[config.mk]
export PLATFORM = sky130hd
export DESIGN_NAME = dmem_arbiter
export DESIGN_NICKNAME = d
export VERILOG_FILES = /design/src/rtl/dmem_arb_pkg.sv /design/src/rtl/dmem_arb_starve_ctr.sv /design/src/rtl/dmem_arbiter.sv
export SDC_FILE = /design/constraint.sdc
export NUM_CORES = 1
export LEC_CHECK = 0
export BUFFER_PORTS_ARGS = -buffer_cell sky130_fd_sc_hd__buf_4
export CORE_AREA = 2 2 119 121
export DETAILED_ROUTE_END_ITERATION = 10
export DIE_AREA = 0 0 121 123
export PLACE_DENSITY_LB_ADDON = 0.15
export SYNTH_ARGS = -nofsm -noshare
export SYNTH_HDL_FRONTEND = slang
export SYNTH_SLANG_ARGS = --single-unit
[constraint.sdc]
create_clock -name clk -period 3 [get_ports clk]
set_input_delay 0.6 -clock clk [delete_from_list [all_inputs] [get_ports clk]]
set_output_delay 0.6 -clock clk [all_outputs]
set_load 0.03 [all_outputs]
[src/rtl/dmem_arb_pkg.sv]
// Shared types and constants for the data-memory arbiter.
package dmem_arb_pkg;

    localparam int DATA_W = 32;
    localparam int CNT_W  = 4;

    typedef enum logic {
        ARB    = 1'b0,
        D_LOCK = 1'b1
    } arb_state_e;

    typedef enum logic {
        REQ_P = 1'b0,
        REQ_D = 1'b1
    } req_id_e;

    // True when a word address falls inside the populated part of data memory.
    function automatic logic addr_in_range(input logic [DATA_W-1:0] addr,
                                           input logic [DATA_W-1:0] depth);
        return addr < depth;
    endfunction

endpackage

[src/rtl/dmem_arb_starve_ctr.sv]
// Saturating wait counter that tracks how long the debug port has been refused.
// at_max tells the arbiter that the debug port must win the current cycle.
module dmem_arb_starve_ctr
    import dmem_arb_pkg::*;
#(
    parameter int MAX_WAIT = 4
) (
    input  logic clk,
    input  logic rst_n,
    input  logic clear,
    input  logic incr,
    output logic at_max
);

    logic [CNT_W-1:0] cnt_q;
    logic [CNT_W-1:0] cnt_d;

    assign at_max = (cnt_q == CNT_W'(MAX_WAIT));

    // Next count: clear wins, otherwise count up and stick at the limit.
    always_comb begin
        cnt_d = cnt_q;
        if (clear) begin
            cnt_d = '0;
        end else if (incr && !at_max) begin
            cnt_d = cnt_q + CNT_W'(1);
        end
    end

    // Counter register.
    always_ff @(posedge clk or negedge rst_n) begin
        if (!rst_n) begin
            cnt_q <= '0;
        end else begin
            cnt_q <= cnt_d;
        end
    end

endmodule

[src/rtl/dmem_arbiter.sv]
// Arbiter sharing the single-port data memory between the pipeline MEM stage
// (P, primary) and the debug/loader port (D, secondary). Grants and memory
// strobes are combinational; read data, valid and the address error flag are
// registered one cycle after the grant.
// Build option: define DMEM_ARB_RR_EN for round-robin arbitration in the ARB
// state; otherwise P has fixed priority and D is protected by a starvation
// counter limited to MAX_WAIT.
module dmem_arbiter
    import dmem_arb_pkg::*;
#(
    parameter int DEPTH    = 256,
    parameter int MAX_WAIT = 4
) (
    input  logic              clk,
    input  logic              rst_n,
    input  logic              p_req,
    input  logic              p_we,
    input  logic [DATA_W-1:0] p_addr,
    input  logic [DATA_W-1:0] p_wdata,
    output logic              p_gnt,
    output logic              p_stall,
    output logic              p_rvalid,
    output logic [DATA_W-1:0] p_rdata,
    input  logic              d_req,
    input  logic              d_we,
    input  logic [DATA_W-1:0] d_addr,
    input  logic [DATA_W-1:0] d_wdata,
    input  logic              d_lock,
    output logic              d_gnt,
    output logic              d_rvalid,
    output logic [DATA_W-1:0] d_rdata,
    output logic [DATA_W-1:0] mem_addr,
    output logic [DATA_W-1:0] mem_write_data,
    output logic              mem_memwrite,
    output logic              mem_memread,
    input  logic [DATA_W-1:0] mem_read_data,
    output logic              err_addr
);

    arb_state_e        state_q, state_d;
    logic              p_gnt_c, d_gnt_c;
    logic              gnt_any;
    logic              sel_we;
    logic [DATA_W-1:0] sel_addr;
    logic [DATA_W-1:0] sel_wdata;
    logic              sel_in_range;

    logic              p_rvalid_q, p_rvalid_d;
    logic [DATA_W-1:0] p_rdata_q,  p_rdata_d;
    logic              d_rvalid_q, d_rvalid_d;
    logic [DATA_W-1:0] d_rdata_q,  d_rdata_d;
    logic              err_addr_q, err_addr_d;

`ifdef DMEM_ARB_RR_EN
    // Round-robin needs to remember who was served last; fixed priority does not.
    req_id_e           last_gnt_q, last_gnt_d;
`else
    logic              starve_at_max;

    dmem_arb_starve_ctr #(
        .MAX_WAIT (MAX_WAIT)
    ) u_starve_ctr (
        .clk    (clk),
        .rst_n  (rst_n),
        .clear  (d_gnt_c | ~d_req),
        .incr   (d_req & ~d_gnt_c),
        .at_max (starve_at_max)
    );
`endif

    // Grant decision and next FSM state; nothing is granted while reset is held.
    always_comb begin
        p_gnt_c = 1'b0;
        d_gnt_c = 1'b0;
        state_d = state_q;
        if (rst_n) begin
            case (state_q)
                ARB: begin
`ifdef DMEM_ARB_RR_EN
                    if (p_req && d_req) begin
                        if (last_gnt_q == REQ_P) begin
                            d_gnt_c = 1'b1;
                        end else begin
                            p_gnt_c = 1'b1;
                        end
                    end else begin
                        p_gnt_c = p_req;
                        d_gnt_c = d_req;
                    end
`else
                    if (d_req && starve_at_max) begin
                        d_gnt_c = 1'b1;
                    end else if (p_req) begin
                        p_gnt_c = 1'b1;
                    end else begin
                        d_gnt_c = d_req;
                    end
`endif
                    if (d_gnt_c && d_lock) begin
                        state_d = D_LOCK;
                    end
                end
                D_LOCK: begin
                    d_gnt_c = d_req;
                    if (!d_lock) begin
                        state_d = ARB;
                    end
                end
                default: begin
                    state_d = ARB;
                end
            endcase
        end
    end

    assign p_gnt   = p_gnt_c;
    assign d_gnt   = d_gnt_c;
    assign p_stall = p_req & ~p_gnt_c;
    assign gnt_any = p_gnt_c | d_gnt_c;

    // Steer the granted requester onto the memory bus; out-of-range accesses keep strobes low.
    always_comb begin
        sel_we    = 1'b0;
        sel_addr  = '0;
        sel_wdata = '0;
        if (p_gnt_c) begin
            sel_we    = p_we;
            sel_addr  = p_addr;
            sel_wdata = p_wdata;
        end else if (d_gnt_c) begin
            sel_we    = d_we;
            sel_addr  = d_addr;
            sel_wdata = d_wdata;
        end
        sel_in_range   = addr_in_range(sel_addr, DATA_W'(DEPTH));
        mem_addr       = sel_addr;
        mem_write_data = sel_wdata;
        mem_memwrite   = gnt_any & sel_we & sel_in_range;
        mem_memread    = gnt_any & ~sel_we & sel_in_range;
    end

    // Response path: capture read data for whoever was granted a read this cycle.
    always_comb begin
        p_rvalid_d = p_gnt_c & ~p_we;
        d_rvalid_d = d_gnt_c & ~d_we;
        p_rdata_d  = p_rdata_q;
        d_rdata_d  = d_rdata_q;
        if (p_rvalid_d) begin
            p_rdata_d = sel_in_range ? mem_read_data : '0;
        end
        if (d_rvalid_d) begin
            d_rdata_d = sel_in_range ? mem_read_data : '0;
        end
        err_addr_d = gnt_any & ~sel_in_range;
    end

`ifdef DMEM_ARB_RR_EN
    // Remember the most recent winner so the other side gets the next tie.
    always_comb begin
        last_gnt_d = last_gnt_q;
        if (p_gnt_c) begin
            last_gnt_d = REQ_P;
        end else if (d_gnt_c) begin
            last_gnt_d = REQ_D;
        end
    end

    // Round-robin history register.
    always_ff @(posedge clk or negedge rst_n) begin
        if (!rst_n) begin
            last_gnt_q <= REQ_P;
        end else begin
            last_gnt_q <= last_gnt_d;
        end
    end
`endif

    // FSM state and registered response outputs.
    always_ff @(posedge clk or negedge rst_n) begin
        if (!rst_n) begin
            state_q    <= ARB;
            p_rvalid_q <= 1'b0;
            p_rdata_q  <= '0;
            d_rvalid_q <= 1'b0;
            d_rdata_q  <= '0;
            err_addr_q <= 1'b0;
        end else begin
            state_q    <= state_d;
            p_rvalid_q <= p_rvalid_d;
            p_rdata_q  <= p_rdata_d;
            d_rvalid_q <= d_rvalid_d;
            d_rdata_q  <= d_rdata_d;
            err_addr_q <= err_addr_d;
        end
    end

    assign p_rvalid = p_rvalid_q;
    assign p_rdata  = p_rdata_q;
    assign d_rvalid = d_rvalid_q;
    assign d_rdata  = d_rdata_q;
    assign err_addr = err_addr_q;

endmodule

==> results.toml <==
[sta]
slew_viol_final = 0
hold_ws_ps = 401
max_freq_mhz = 313
fin_crit_sh = 1.07
tightest_slew_ps = 868
setup_ws_ps = -197
relSlewSlack = 0.421
fin_setup_tns_ps = -387
hold_viol_final = 0
rsz0062_at_grt = "yes"
clock_skew_ps = 8.05
min_period_ps = 3200
setup_viol = 2

[synth]
synth_edf_count = 0
yosysSeqAreaShare = 0.453
synthCells = 437
syn-cell-area_sq_mm = 0.00398
yosys.cell_types.count = 34
ys_seq_elements = 72
synth_nets = 606
synth_flop_cell = "dfrtp_1"
avgSynthCellArea_sq_um = 9.10
ys.warnings.count = 0
async_flop_share = 1.00

[critical_path]
timing.rr.start = "u_starve_ctr.cnt_q[1]"
crit_chain = "inv_1 -> ha_2 -> and4b_2 -> nor2_4 -> buf_6 -> a22oi_2 -> nor2_4 -> or4_4 -> a211oi_4 -> buf_6"
critPathMaxStageDelay_ps = 580
path_class = "reg2out"
rr_endpoint = "err_addr"
cp.required_ps = 2400
r2r_cells = 10
cp_max_fo = 5
cp-end-kind = "output port"
r2r_slack_ps = 140
start_kind = "flip-flop"
slowest_stage = "or4_4"
crit_arrival_ps = 2600

[power_and_ir_drop]
cellLeakagePower_nw = 3.46
total_power_mw = 3.51
powerDensity_mw_per_mm2 = 501
ir_worst_vdd_mv = 0.312

[outcome]
violations = "negative setup slack"
status = "finished with violations"

[floorplanning]
rows = 43
core_area_sq_mm = 0.0136
die_area_sq_mm = 0.0149
die_w_um = 121
io_pins = 303
die_y_um = 123
start_util = 0.292

[finish]
antenna_cells = 0
synthToLayoutAreaGrowth_pct = 76.5
drive_gt1_frac = 0.531
multi_input_area_sq_mm = 0.00208
register_area_sq_mm = 0.00180
nets = 914
fill_cells = 1319

[clock_network]
ctsHoldBuffers = 0
clk_latency_ps = 320
clock_path_buffers = 2
clock-root-buffer = "clkbuf_16"
path_clk_slew_ps = 50
cts_sinks = 72
cts_htree_levels = 3
cts_tree = "built"
numCtsBuffers = 9

[placement]
finalWeightedCongestion = 0.915
place_ws_ps = -263
portBuffers = 302
dp_hpwl_um = 14500

[grt]
grt_pass1_vias = 4554
use_met1 = 0.316
grt_overflow = 0
grt.total_usage = 0.240
globalRouteMet3Util = 0.0452
antenna_found_initial = 0
use_met2 = 0.414
globalRoute.busiestLayer = "met2"
grt_pass1_wl_um = 26900
grt_max_degree = 66

[route]
first_iter_violations = 344
drc = 0
vias = 4659
drt-total-wl_um = 18300
drt_first_pass_iters = 4
vias_per_cell = 5.02
drtAntennaViolNets = 0
wire_per_inst_um = 19.7

[worst_hold_path]
min_path_type = "in2async"

[job]
max-cap-violations = 0
-- how the worst max path moves through the flow --
stage | startpoint | to | slack, ps
after floorplan | u_starve_ctr.cnt_q[0] | mem_memread | -110
final | u_starve_ctr.cnt_q[1] | mem_memread | -200
after global placement | p_addr[12] | mem_memread | -210
after detailed placement | p_addr[12] | mem_memread | -260
after CTS | u_starve_ctr.cnt_q[1] | mem_memread | -210
after global routing | u_starve_ctr.cnt_q[1] | mem_memread | -320
-- power by group --
part | switching [mW] | leakage, nW | total [mW] | internal (mW)
logic | 0.808 | 2.35 | 1.34 | 0.532
registers | 0.0636 | 0.980 | 1.14 | 1.08
clock network | 0.393 | 0.135 | 1.03 | 0.639
total | 1.26 | 3.46 | 3.51 | 2.25
-- cell usage in the layout (no fill, tap or decap), types with 2 or more instances in the layout --
cell        Yosys  routed
buf_4           3     332
nand2_1       136     136
dfrtp_1        72      72
a22o_1         57      57
o31ai_1        44      44
o31ai_2        20      20
clkbuf_16       0       9
a22oi_2         0       6
nor4_1          6       6
nor2_1         11       5
nand3_1         5       5
inv_1           4       4
nor2_4          0       4
buf_6           2       4
a21oi_1         3       3
nand2b_1        4       2
nor3_4          0       2
nor2b_1         2       2
nor2_2          0       2
a22oi_1         8       2
inv_2           2       2
nor3_1          4       2
or4_4           0       2
o21ai_0         2       2
nand2b_2        0       2
clkinvlp_4      0       2
buf_12          0       2
-- worst max-delay path, delay by kind of cell (launching register included) --
family / cells / cell delay, ps
adders and majority gates: 1 / 180
DFF: 1 / 380
AOI/OAI and AO/OA: 2 / 390
and+or+nand+nor: 4 / 980
buffers and inverters: 3 / 360
-- what timing repair did --
item | in CTS | in global routing
endpoints found under the setup margin | 87 | 102
setup buffers | 3 | 1
endpoints found under the hold margin | 0 | 0
gates resized for setup | 10 | 6
pin swaps | 7 | 3
gates cloned | 0 | 0
-- logic make-up after synthesis --
kind of cell | share of synthesized area
and+or+nand+nor | 0.180
DFF | 0.453
AOI/OAI and AO/OA | 0.302
buffers and inverters | 0.0538
adders and majority gates | 0.00629
xor gates and xnor gates | 0.00441
-- metal layers --
layer	routed length [um]	part of all wire
met4	213	0.012
met2	9260	0.51
met3	1080	0.059
met5	0	0
met1	7710	0.42
-- final cells by class --
class	count	share of cell area
timing repair buffer	339	0.369
multi-input combinational	316	0.297
sequential	72	0.257
clock buffer	10	0.0326
tap	180	0.0321
clock inverter	5	0.00838
inverter	7	0.00374
-- state kept, by name, indices dropped and copies added, names as in the netlist --
signal,flops
u_starve_ctr.cnt_q,4
err_addr,1
state_q,1
p_rdata,32
p_rvalid,1
d_rdata,32
d_rvalid,1
-- metrics by stage --
| stage | instance area, sq um | cells | util |
|---|---|---|---|
| after global routing | 7020 | 929 | 0.516 |
| after CTS | 6980 | 928 | 0.513 |
| after floorplan | 4070 | 437 | - |
| after global placement | 6630 | 910 | 0.487 |
| final | 7020 | 929 | 0.516 |
| after detailed placement | 6630 | 910 | 0.487 |
-- synth_stat cells (all sizes together) (3+ instances only) --
library cell / number / area (sq um)
nand2b: 4 / 25.0
nand2: 136 / 510
a22oi: 8 / 60.1
a21oi: 3 / 15.0
o31ai: 64 / 581
nor3: 4 / 20.0
a22o: 57 / 499
nor4: 6 / 37.5
nor2: 11 / 41.3
clkbuf: 32 / 120
nand3: 5 / 25.0
buf: 10 / 67.6
inv: 6 / 22.5
dfrtp: 72 / 1800
No activity file was read; power rests on OpenSTA's default activity.
